===== config.mk =====
export PLATFORM = sky130hd
export DESIGN_NAME = ifetch_queue
export DESIGN_NICKNAME = d
export VERILOG_FILES = /design/src/rtl/ifetch_queue.sv
export SDC_FILE = /design/constraint.sdc
export NUM_CORES = 1
export LEC_CHECK = 0
export CORE_MARGIN = 8
export CORE_UTILIZATION = 57
export DETAILED_ROUTE_END_ITERATION = 7
export DONT_BUFFER_PORTS = 1
export PLACE_DENSITY = 0.83
export SETUP_SLACK_MARGIN = 0.2
export SKIP_CTS_REPAIR_TIMING = 1
export SYNTH_ARGS = -nofsm -noshare
export SYNTH_HDL_FRONTEND = slang
export SYNTH_SLANG_ARGS = --single-unit

===== constraint.sdc =====
create_clock -name clk -period 4.1 [get_ports clk]
set_input_delay 0.82 -clock clk [delete_from_list [all_inputs] [get_ports clk]]
set_output_delay 0.82 -clock clk [all_outputs]
set_load 0.01 [all_outputs]

===== src/rtl/ifetch_queue.sv =====
// Instruction-fetch front end: owns the PC, issues in-order word requests to
// instruction memory, buffers returned words with their PCs in a small FIFO
// and hands them to decode over a valid/ready handshake. A redirect flushes
// the FIFO and marks every in-flight fetch as stale so its response is dropped.
module ifetch_queue #(
  parameter logic [31:0] RESET_PC = 32'h0000_0000,
  parameter int          DEPTH    = 2
) (
  input  logic        clk,
  input  logic        reset,
  input  logic        redirect_valid,
  input  logic [31:0] redirect_pc,
  output logic        imem_req_valid,
  input  logic        imem_req_ready,
  output logic [31:0] imem_req_addr,
  input  logic        imem_resp_valid,
  input  logic [31:0] imem_resp_inst,
  output logic        id_valid,
  input  logic        id_ready,
  output logic [31:0] id_pc,
  output logic [31:0] id_inst
);

  localparam int AW = $clog2(DEPTH);
  localparam int CW = AW + 1;
  localparam logic [CW-1:0] DEPTH_C = CW'(DEPTH);

  logic [31:0]   fetch_pc;
  logic [31:0]   fill_pc;
  logic [CW-1:0] count;
  logic [CW-1:0] outstanding;
  logic [CW-1:0] stale;
  logic [AW-1:0] wr_ptr;
  logic [AW-1:0] rd_ptr;

  logic [31:0]   pc_mem   [DEPTH];
  logic [31:0]   inst_mem [DEPTH];

  logic          req_fire;
  logic          resp_live;
  logic          resp_drop;
  logic          pop;
  logic [CW:0]   inflight;
  logic [31:0]   redirect_target;
  logic          unused_redirect_lsbs;

  // Low address bits of a redirect target are ignored: fetches are word-aligned.
  assign redirect_target      = {redirect_pc[31:2], 2'b00};
  assign unused_redirect_lsbs = ^redirect_pc[1:0];

  // Credit: queued entries plus in-flight requests never exceed the FIFO size,
  // so every non-stale response is guaranteed a free slot.
  assign inflight       = {1'b0, count} + {1'b0, outstanding};
  assign imem_req_valid = reset && (inflight < {1'b0, DEPTH_C}) && !redirect_valid;
  assign imem_req_addr  = fetch_pc;
  assign req_fire       = imem_req_valid && imem_req_ready;

  // Responses belonging to fetches issued before a redirect are discarded.
  assign resp_live = imem_resp_valid && (stale == '0) && !redirect_valid;
  assign resp_drop = imem_resp_valid && (stale != '0) && !redirect_valid;

  // Head entry is combinational from storage; gated to zero while empty.
  assign id_valid = (count != '0) && !redirect_valid;
  assign pop      = id_valid && id_ready;
  assign id_pc    = (count != '0) ? pc_mem[rd_ptr]   : '0;
  assign id_inst  = (count != '0) ? inst_mem[rd_ptr] : '0;

  // Control state: PCs, FIFO pointers/occupancy, in-flight and stale counters.
  always_ff @(posedge clk or negedge reset) begin
    if (!reset) begin
      // NOTE: sequential state uses non-blocking assignments so every flop
      // samples pre-edge values regardless of statement order.
      fetch_pc    <= RESET_PC;
      fill_pc     <= RESET_PC;
      count       <= '0;
      outstanding <= '0;
      stale       <= '0;
      wr_ptr      <= '0;
      rd_ptr      <= '0;
    end else if (redirect_valid) begin
      fetch_pc    <= redirect_target;
      fill_pc     <= redirect_target;
      count       <= '0;
      wr_ptr      <= '0;
      rd_ptr      <= '0;
      stale       <= stale + outstanding - CW'(imem_resp_valid);
      outstanding <= '0;
    end else begin
      if (req_fire) begin
        fetch_pc <= fetch_pc + 32'd4;
      end
      outstanding <= outstanding + CW'(req_fire) - CW'(resp_live);
      if (resp_drop) begin
        stale <= stale - CW'(1);
      end
      if (resp_live) begin
        fill_pc <= fill_pc + 32'd4;
        wr_ptr  <= wr_ptr + AW'(1);
      end
      if (pop) begin
        rd_ptr <= rd_ptr + AW'(1);
      end
      count <= count + CW'(resp_live) - CW'(pop);
    end
  end

  // FIFO storage write on a live response.
  // NOTE: storage is deliberately not reset; occupancy gates every read, so
  // stale contents are never observable and the array maps onto plain RAM/flops.
  always_ff @(posedge clk) begin
    if (resp_live) begin
      pc_mem[wr_ptr]   <= fill_pc;
      inst_mem[wr_ptr] <= imem_resp_inst;
    end
  end

  // The credit scheme makes overflow unreachable; catch a broken invariant.
  a_no_overflow: assert property (@(posedge clk) disable iff (!reset)
    !(resp_live && !pop && count == DEPTH_C));

endmodule

==> run_results.csv, run 1 <==
group,metric,value,unit
outcome,status,"finished, final reports clean",
finish,design_area,9360,µm²
power_and_ir_drop,p_leak,3.26,nW
clocking,clkTransAtPathRegs,0.07,ns
finish,stdcell_count,877,
yosys,ys_types,56,
finish,syn2layout_area_growth,8.48,%
worst_setup_path,reg2regPathDepth,10,
clocking,clockBufferDepth,2,
worst_setup_path,crit_start,"count[0]",
placement,place_ws,1.07,ns
finish,drive_above_1_share,7.69,%
power_and_ir_drop,swShare,27.9,%
worst_setup_path,regToRegStartpoint,"count[0]",
clocking,htreeDepth,4,
drt,wl_per_cell,21.3,µm
sta,min_period,3.08,ns
floorplan,core,15000,µm²
floorplan,chipHeight,139,µm
clocking,cts_tree,"done",
floorplan,die_area,19300,µm²
sta,skew,0.0111,ns
hold_path,hold_path_class,"in2async",
clocking,cts_sinks,192,
drt,routed_wl,18700,µm
sta,worstMarginPinSlew,1.07,ns
grt,grt_pass1_vias,5461,
worst_setup_path,criticalPathCategory,"reg2reg",
yosys,synth_warnings,0,
worst_setup_path,worstPathRequired,4.42,ns
sta,setup_ws,1.02,ns
sta,setup_viol,0,
placement,place_area,8780,µm²
drt,viasPerCell,6.17,
job,cap_violations,0,
power_and_ir_drop,p_clk_share,33.7,%
grt,grtUsageTotal,19.5,%
floorplan,start_util,57.6,%
yosys,syn_avg_cell_area,12.6,µm²
clocking,cts-root-buf,"clkbuf_16",
finish,final_nets,756,
sta,holdWs,0.0853,ns
worst_setup_path,critPathBufInv,2,
worst_setup_path,cp-start-kind,"flop",
worst_setup_path,cp_cell_sequence,"and2_1, fa_1, nor4b_4, and2_0, inv_1, ha_1, inv_1, ha_1, xnor2_1, nor2_1",
grt,antenna_found_initial,0,
grt,grt_pass1_wl,29800,µm
yosys,ys_seq_area_share,62.9,%
worst_setup_path,cpPeakStageDelay,0.49,ns
worst_setup_path,crit_arrival,3.40,ns
yosys,synth_cells,683,
placement,gp_congestion,0.846,
sta,rsz0062_at_grt,"no",
worst_setup_path,crit_cells,10,
floorplan,die-width,139,µm
clocking,clock_latency,0.42,ns
finish,antennaDiodeCount,0,
power_and_ir_drop,p_comb_share,14.8,%
finish,final_util,62.5,%
sta,clock.fmax,325,MHz
drt,drc,0,
grt,grt_max_degree,70,
yosys,synth_edf_count,124,
power_and_ir_drop,p_seq_share,51.5,%
power_and_ir_drop,power.internal,3.47,mW
sta,slew_headroom,28.7,%
sta,fin_crit_sh,75.1,%
sta,fin_tns_setup,0,ns
drt,vias,5412,
worst_setup_path,critPathTopFamily,"adder cells",
sta,finalMaxSlewViolations,0,
drt,firstDrtPassIters,7,
power_and_ir_drop,ir_drop,0.000321,V
drt,drt-initial-drc-count,403,
worst_setup_path,slowest_stage,"fa_1",
placement,place.detailed.hpwl,12900,µm
power_and_ir_drop,switching_power,1.34,mW
floorplan,num_rows,45,
floorplan,boundaryPins,168,
worst_setup_path,cp_max_fo,22,
grt,grt-ovfl-total,0,
worst_setup_path,endpoint_kind,"flop",
yosys,synth-async-reset-ratio,35.4,%
power_and_ir_drop,finalPower,4.80,mW
yosys,ys.flop_type,"edfxtp_1",
clocking,cts_buffers,17,
yosys,ys_ff_latch,192,
placement,dp_cells,845,
power_and_ir_drop,p_per_area,513,nW/µm²
yosys,syn-cell-area,8630,µm²
sta,hold_viol,0,
placement,io_buffer_count,0,
drt,postRouteAntennaNets,0,
## layout make-up
type                       instances  area, µm²
fill                            1142       5620
multi-input combinational        446       3010
sequential                       192       5430
clock inverter                    10        108
clock buffer                      22        475
inverter                          15       56.3
tap                              188        235
timing repair buffer               4       42.5
## cells in the final DEF (no fill, tap or decap), types with 18 or more instances in the layout
cell	n
nand3_1	22
dfrtp_1	67
clkbuf_16	18
nand4_1	18
nor2_1	79
xnor2_1	23
nand2_1	50
o21ai_0	33
mux2i_1	65
edfxtp_1	124
xor2_1	20
## cells in the mapped netlist, types with 2 or more instances
library cell	count	share of area, %
edfxtp_1	124	43
nor2_1	81	3.5
dfrtp_1	68	20
mux2i_1	65	7.5
nand2_1	50	2.2
o21ai_0	33	1.9
xnor2_1	23	2.3
nand3_1	22	1.3
xor2_1	20	2.0
clkbuf_1	18	0.78
nand4_1	18	1.3
o211ai_1	16	1.4
inv_1	15	0.65
o311ai_0	12	1.2
ha_1	9	1.3
nor3_1	9	0.52
a21oi_1	8	0.46
and3_1	8	0.58
and2_1	7	0.51
nor4_1	6	0.44
and4_1	5	0.51
mux2_2	5	0.65
buf_1	4	0.17
buf_2	4	0.23
buf_4	4	0.35
nand2b_1	3	0.22
nor2b_1	3	0.22
nor4_4	3	0.74
o21ai_1	3	0.17
or3_1	3	0.22
a21o_1	2	0.17
a31oi_1	2	0.15
a41oi_1	2	0.20
and2_0	2	0.15
buf_6	2	0.26
nand3_2	2	0.23
nand3_4	2	0.41
nor3b_1	2	0.17
## worst reg2reg max path: cells and delay by family, from the launching register on
kind / cells / cell delay [ns]
fa+ha+maj: 3 / 1.08
simple gates: 4 / 0.94
flops: 1 / 0.44
buf+inv: 2 / 0.36
xor+xnor: 1 / 0.16
## final timing paths
| kind | to | slack [ns] |
|---|---|---|
| hold reg to reg | pc_mem[1][31] | 0.53 |
| min in group clk | outstanding[0] | 0.47 |
| max in group asynchronous | rd_ptr | 3.89 |
| setup / recovery | outstanding[1] | 1.02 |
| hold / removal | imem_req_addr[24] | 0.09 |
| setup reg to reg | outstanding[1] | 1.02 |
## cells by family after synthesis
family	count (synthesis)	share of synthesized area, %
simple gates	236	14.3
flops	192	62.9
compound gates	83	6.16
mux	70	8.19
buf+inv	48	2.51
xor+xnor	43	4.37
fa+ha+maj	10	1.54
other cells	1	0.0435
## power by group through the flow
stage / clock (mW) / combinational [mW] / sequential (mW)
3_5_place_dp: 0 / 0.715 / 2.51
2_1_floorplan: 0 / 0.629 / 2.40
6_report: 1.62 / 0.712 / 2.47
3_3_place_gp: 0 / 0.693 / 2.50
4_1_cts: 1.65 / 0.722 / 2.47
5_1_grt: 1.73 / 0.794 / 2.50
## per-layer routing
layer	GRT usage (%)	part of all wire, %	vias to the layer above
li1	-	-	2481
met1	25.8	44	2655
met2	28.8	44	258
met3	8.19	11	18
met4	5.95	0.88	0
met5	0	0	-
## state kept, by name, summed over array words and instances (netlist names)
signal         cells
count              2
imem_req_addr     30
outstanding        2
stale              2
wr_ptr             1
rd_ptr             1
fill_pc           30
inst_mem          64
pc_mem            60
(Power assumes the default switching activity.)
==> run 2: changes to the inputs <==
==> constraint.sdc (replaced) <==
create_clock -name clk -period 2.8 [get_ports clk]
set_input_delay 0.56 -clock clk [delete_from_list [all_inputs] [get_ports clk]]
set_output_delay 0.56 -clock clk [all_outputs]
set_load 0.01 [all_outputs]
==> run 2 against run 1 <==
  * Highest routed layer unchanged
  * Critical endpoint is now imem_req_valid
  * Critical path depth fell by 6
  * Routed wire length fell by 0.69%
  * Cell area rose by 2.1%
  * The flow now finishes with violations (negative hold slack)
  * First-iteration DRC count fell by 6.5%
==> run_results.csv, run 2 (synthesis gave the netlist of run 1 again) <==
group,metric,value,unit
worst_setup_path,cp_cell_sequence,"and2_4, fa_1, nor4b_4, buf_4",
floorplan,num_rows,45,
drt,firstDrtPassIters,6,
power_and_ir_drop,power.internal,5.05,mW
sta,rsz0062_at_grt,"yes",
finish,syn2layout_area_growth,10.8,%
finish,fill_cells,1107,
placement,io_buffer_count,0,
grt,grt_pass1_vias,5403,
floorplan,die_area,19300,µm²
worst_setup_path,cp_max_fo,4,
grt,grtUsageTotal,19.4,%
outcome,violations,"negative hold slack",
floorplan,boundaryPins,168,
power_and_ir_drop,p_seq_share,50.4,%
clocking,cts_tree,"done",
worst_setup_path,crit_arrival,2.06,ns
power_and_ir_drop,p_per_area,737,nW/µm²
worst_setup_path,endpoint_kind,"output pin",
power_and_ir_drop,swShare,28.2,%
finish,largest_reg_flops,64,
power_and_ir_drop,p_clk_share,32.7,%
floorplan,core,15000,µm²
clocking,htreeDepth,4,
clocking,clkTransAtPathRegs,0.06,ns
clocking,cts_sinks,192,
sta,hold_viol,3,
drt,drc,0,
clocking,clock_latency,0.43,ns
finish,top_regs,"inst_mem x64, pc_mem x60",
worst_setup_path,cpPeakStageDelay,0.49,ns
sta,finalMaxSlewViolations,0,
placement,place.detailed.hpwl,13100,µm
sta,setup_viol,0,
clocking,clockBufferDepth,2,
sta,clock.fmax,381,MHz
hold_path,hold_path_class,"in2async",
worst_setup_path,cp-start-kind,"flop",
finish,ff_latch_area,5430,µm²
drt,routed_wl,18600,µm
power_and_ir_drop,ir_drop,0.000503,V
grt,antenna_found_initial,0,
sta,fin_tns_setup,0,ns
power_and_ir_drop,switching_power,1.99,mW
worst_setup_path,criticalPathCategory,"reg2out",
drt,drt-initial-drc-count,377,
outcome,status,"complete, but fails checks",
sta,worstMarginPinSlew,0.738,ns
floorplan,start_util,57.6,%
drt,viasPerCell,6.08,
worst_setup_path,worstPathRequired,2.24,ns
power_and_ir_drop,finalPower,7.04,mW
job,cap_violations,0,
drt,vias,5420,
finish,multiInputGateArea,3040,µm²
power_and_ir_drop,p_leak,3.35,nW
power_and_ir_drop,p_comb_share,16.8,%
finish,largest-register,"inst_mem",
grt,grt_max_degree,70,
floorplan,die-width,139,µm
sta,fin_crit_sh,93.7,%
drt,postRouteAntennaNets,0,
drt,wl_per_cell,20.9,µm
finish,final_nets,770,
finish,drive_above_1_share,10.7,%
finish,antennaDiodeCount,0,
clocking,cts-root-buf,"clkbuf_16",
grt,grt_pass1_wl,29700,µm
sta,holdWs,-0.0131,ns
sta,min_period,2.62,ns
clocking,cts_buffers,17,
grt,grt-ovfl-total,0,
finish,layout_common_cells,"edfxtp_1, nor2_1, dfrtp_1",
placement,gp_congestion,0.891,
sta,skew,0.0108,ns
floorplan,chipHeight,139,µm
finish,final_common_cell,"edfxtp_1",
sta,slew_headroom,50.7,%
worst_setup_path,slowest_stage,"fa_1",
run 2: changes by cell type in the layout (fill, tap and decap cells not counted), sizes merged:
cell,change
buf,+14
inv,+1
bufinv,-2
clkbuf,+4
clkinv,-3
run 2: path summary, 6_finish.rpt:
check                               start  cells past startpoint  slack [ns]                 to
setup / recovery                 count[0]                      4        0.18     imem_req_valid
hold / removal                      reset                      1       -0.01  imem_req_addr[24]
setup reg to reg                 count[0]                      9        0.29     outstanding[0]
hold reg to reg               fill_pc[31]                      0        0.52      pc_mem[1][31]
max in group asynchronous           reset                      1        2.45             rd_ptr
min in group clk           redirect_valid                      1        0.20             rd_ptr
run 2: metrics by stage:
step                instances  setup WS [ns]  utilization [%]  cell area (µm²)
global placement          855          0.237             59.4             8890
detailed placement        855          0.110             59.4             8890
finish                    891          0.176             63.8             9560
floorplan                 686          0.167                -             8660
global route              891         0.0926             63.8             9560
CTS                       887          0.125             63.2             9470
run 2: layout make-up:
cell class | count | share of cell area [%]
repair buffers | 18 | 2.28
multi-input cells | 446 | 31.8
well taps | 188 | 2.46
clock buffers | 26 | 5.59
clock inverters | 6 | 0.432
flip-flops and latches | 192 | 56.8
inverters | 15 | 0.668
run 2: critical path, delay by kind of cell, from the launching register on:
family | cells | cell delay [ns]
buf+inv | 1 | 0.21
flops | 1 | 0.43
simple gates | 2 | 0.52
fa+ha+maj | 1 | 0.49
run 2: routing by layer:
layer	GRT usage (%)	share of wire (%)
met4	6.12	1.4
met2	29.3	45
met5	0	0
met3	8.85	12
met1	24.5	42
run 2: power by group through the flow:
| stage | sequential (mW) | clock, mW | combinational (mW) |
|---|---|---|---|
| 2_1_floorplan | 3.52 | 0 | 0.925 |
| 3_3_place_gp | 3.59 | 0 | 1.11 |
| 3_5_place_dp | 3.60 | 0 | 1.15 |
| 4_1_cts | 3.55 | 2.36 | 1.16 |
| 5_1_grt | 3.58 | 2.46 | 1.31 |
| 6_report | 3.55 | 2.31 | 1.19 |
==> run 3: changes to the inputs <==
--- a/config.mk
+++ b/config.mk
@@ -5,11 +5,13 @@
 export SDC_FILE = /design/constraint.sdc
 export NUM_CORES = 1
 export LEC_CHECK = 0
+export CELL_PAD_IN_SITES_DETAIL_PLACEMENT = 0
+export CELL_PAD_IN_SITES_GLOBAL_PLACEMENT = 1
 export CORE_MARGIN = 8
-export CORE_UTILIZATION = 57
+export CORE_UTILIZATION = 46
 export DETAILED_ROUTE_END_ITERATION = 7
 export DONT_BUFFER_PORTS = 1
-export PLACE_DENSITY = 0.83
+export PLACE_DENSITY = 0.84
 export SETUP_SLACK_MARGIN = 0.2
 export SKIP_CTS_REPAIR_TIMING = 1
 export SYNTH_ARGS = -nofsm -noshare
==> run 3 against run 2 <==
  * The flow now finishes without violations
  * Die area up 21%
  * First-iteration DRC count down 33%
  * Count of clock-buffer cells in the layout down 3
  * Hold slack better by 0.24 ns
  * Cell area up 0.50%
  * Core utilization down 12 points
  * Non-clock buffer count unchanged
  * Power up 0.68%
  * Largest cell class unchanged
==> run_results.csv, run 3 (synthesis gave the netlist of run 1 again) <==
group,metric,value,unit
hold_path,hold_path_class,"in2reg",
sta,finalMaxSlewViolations,0,
finish,final_util,51.7,%
sta,hold_viol,0,
sta,skew,0.0106,ns
worst_setup_path,reg2regPathDepth,9,
grt,grtUsageTotal,16.1,%
job,cap_violations,0,
sta,fin_crit_sh,91.2,%
finish,stdcell_count,938,
worst_setup_path,crit_path_end,"imem_req_valid",
floorplan,boundaryPins,168,
power_and_ir_drop,p_per_area,738,nW/µm²
finish,largest-register,"inst_mem",
power_and_ir_drop,power.internal,5.09,mW
drt,routed_wl,19000,µm
power_and_ir_drop,swShare,28.2,%
clocking,clkTransAtPathRegs,0.07,ns
drt,viasPerCell,5.58,
hold_path,holdPathStages,1,
power_and_ir_drop,p_clk_share,33.1,%
worst_setup_path,cp-start-kind,"flop",
sta,clock.fmax,392,MHz
clocking,cts-root-buf,"clkbuf_16",
drt,firstDrtPassIters,4,
floorplan,die-width,153,µm
worst_setup_path,rrSetupSlack,0.30,ns
finish,layout_common_cells,"edfxtp_1, nor2_1, dfrtp_1",
sta,worstMarginPinSlew,0.799,ns
clocking,cts_buffers,17,
floorplan,core,18600,µm²
finish,drive_above_1_share,10.4,%
floorplan,start_util,46.4,%
sta,setup_viol,0,
finish,final_nets,770,
floorplan,chipHeight,153,µm
grt,grt_max_degree,70,
finish,fill_cells,1560,
worst_setup_path,cpPeakStageDelay,0.48,ns
worst_setup_path,regToRegStartpoint,"count[0]",
placement,io_buffer_count,0,
outcome,status,"finished, final reports clean",
sta,fin_tns_setup,0,ns
worst_setup_path,crit_start,"count[0]",
power_and_ir_drop,ir_drop,0.000456,V
finish,syn2layout_area_growth,11.4,%
worst_setup_path,worstPathRequired,2.24,ns
sta,slew_headroom,46.7,%
placement,place.detailed.hpwl,13500,µm
grt,antenna_found_initial,1,
finish,final_common_cell,"edfxtp_1",
sta,min_period,2.55,ns
clocking,clock_latency,0.42,ns
worst_setup_path,cp_cell_sequence,"and2_4, fa_1, nor4b_4, buf_4",
power_and_ir_drop,p_leak,3.36,nW
worst_setup_path,cp_max_fo,3,
finish,largest_reg_flops,64,
drt,drc,0,
worst_setup_path,criticalPathCategory,"reg2out",
drt,postRouteAntennaNets,0,
worst_setup_path,r2r-end,"imem_req_addr[10]",
grt,grt-ovfl-total,0,
power_and_ir_drop,p_seq_share,50.3,%
drt,vias,5237,
clocking,clockBufferDepth,2,
worst_setup_path,slowest_stage,"fa_1",
worst_setup_path,endpoint_kind,"output pin",
drt,drt-initial-drc-count,251,
worst_setup_path,crit_arrival,1.99,ns
power_and_ir_drop,p_comb_share,16.6,%
grt,grt_pass1_wl,29700,µm
floorplan,num_rows,50,
clocking,htreeDepth,4,
finish,top_regs,"inst_mem x64, pc_mem x60",
placement,gp_congestion,0.830,
floorplan,die_area,23400,µm²
clocking,cts_tree,"done",
clocking,cts_sinks,192,
drt,wl_per_cell,20.2,µm
sta,rsz0062_at_grt,"yes",
power_and_ir_drop,switching_power,2.00,mW
grt,grt_pass1_vias,5283,
placement,dp_cells,900,
run 3: changes by cell type in the layout (fill, tap and decap cells not counted), sizes merged:
| cell | previous run | this run |
|---|---|---|
| buf | 18 | 17 |
| bufinv | 0 | 1 |
| clkbuf | 26 | 23 |
| dlygate4sd3 | 0 | 1 |
| clkinv | 2 | 5 |
| diode | 0 | 1 |
| inv | 19 | 18 |
run 3: routing by layer:
metal  global-route usage (%)  wire length, µm  up-vias
met5                        0                0        -
met4                     3.58              210        0
met3                     7.70             2230       15
li1                         -                -     2510
met2                     23.6             8160      215
met1                     21.2             8390     2497
run 3: layout make-up:
class / instances / area [µm²] / share of cell area (%)
multi-input cells: 446 / 3020 / 31.4
repair buffers: 18 / 224 / 2.33
clock buffers: 23 / 502 / 5.22
well taps: 234 / 293 / 3.05
clock inverters: 9 / 77.6 / 0.808
diodes: 1 / 2.50 / 0.0260
flip-flops and latches: 192 / 5430 / 56.5
inverters: 15 / 58.8 / 0.612
run 3: how the worst min path moves through the flow:
stage | start | to
after floorplan | reset | count[0]
after global placement | reset | imem_req_addr[26]
after detailed placement | reset | imem_req_addr[26]
after CTS | reset | imem_req_addr[26]
after global routing | redirect_valid | outstanding[0]
final | redirect_valid | count[1]
run 3: power groups by stage:
stage                     logic [mW]  registers, mW  clock network, mW
after global routing            1.30           3.60               2.52
after floorplan                0.925           3.52                  0
after CTS                       1.15           3.57               2.40
after global placement          1.11           3.61                  0
final                           1.18           3.57               2.35
after detailed placement        1.14           3.63                  0
run 3: critical path, delay by kind of cell (launching register included):
kind | cells | cell delay [ns]
and+or+nand+nor | 2 | 0.51
adders and majority gates | 1 | 0.48
DFF | 1 | 0.38
buffers and inverters | 1 | 0.20
run 3: through the flow:
step | cell area [µm²] | setup WS (ns) | hold WS (ns) | total power, mW
2_1_floorplan | 8660 | 0.167 | 0.264 | 4.44
3_3_place_gp | 8950 | 0.220 | 0.267 | 4.72
3_5_place_dp | 8950 | 0.156 | 0.267 | 4.77
4_1_cts | 9530 | 0.140 | -0.190 | 7.12
5_1_grt | 9610 | 0.151 | 0.196 | 7.43
6_report | 9610 | 0.246 | 0.228 | 7.09
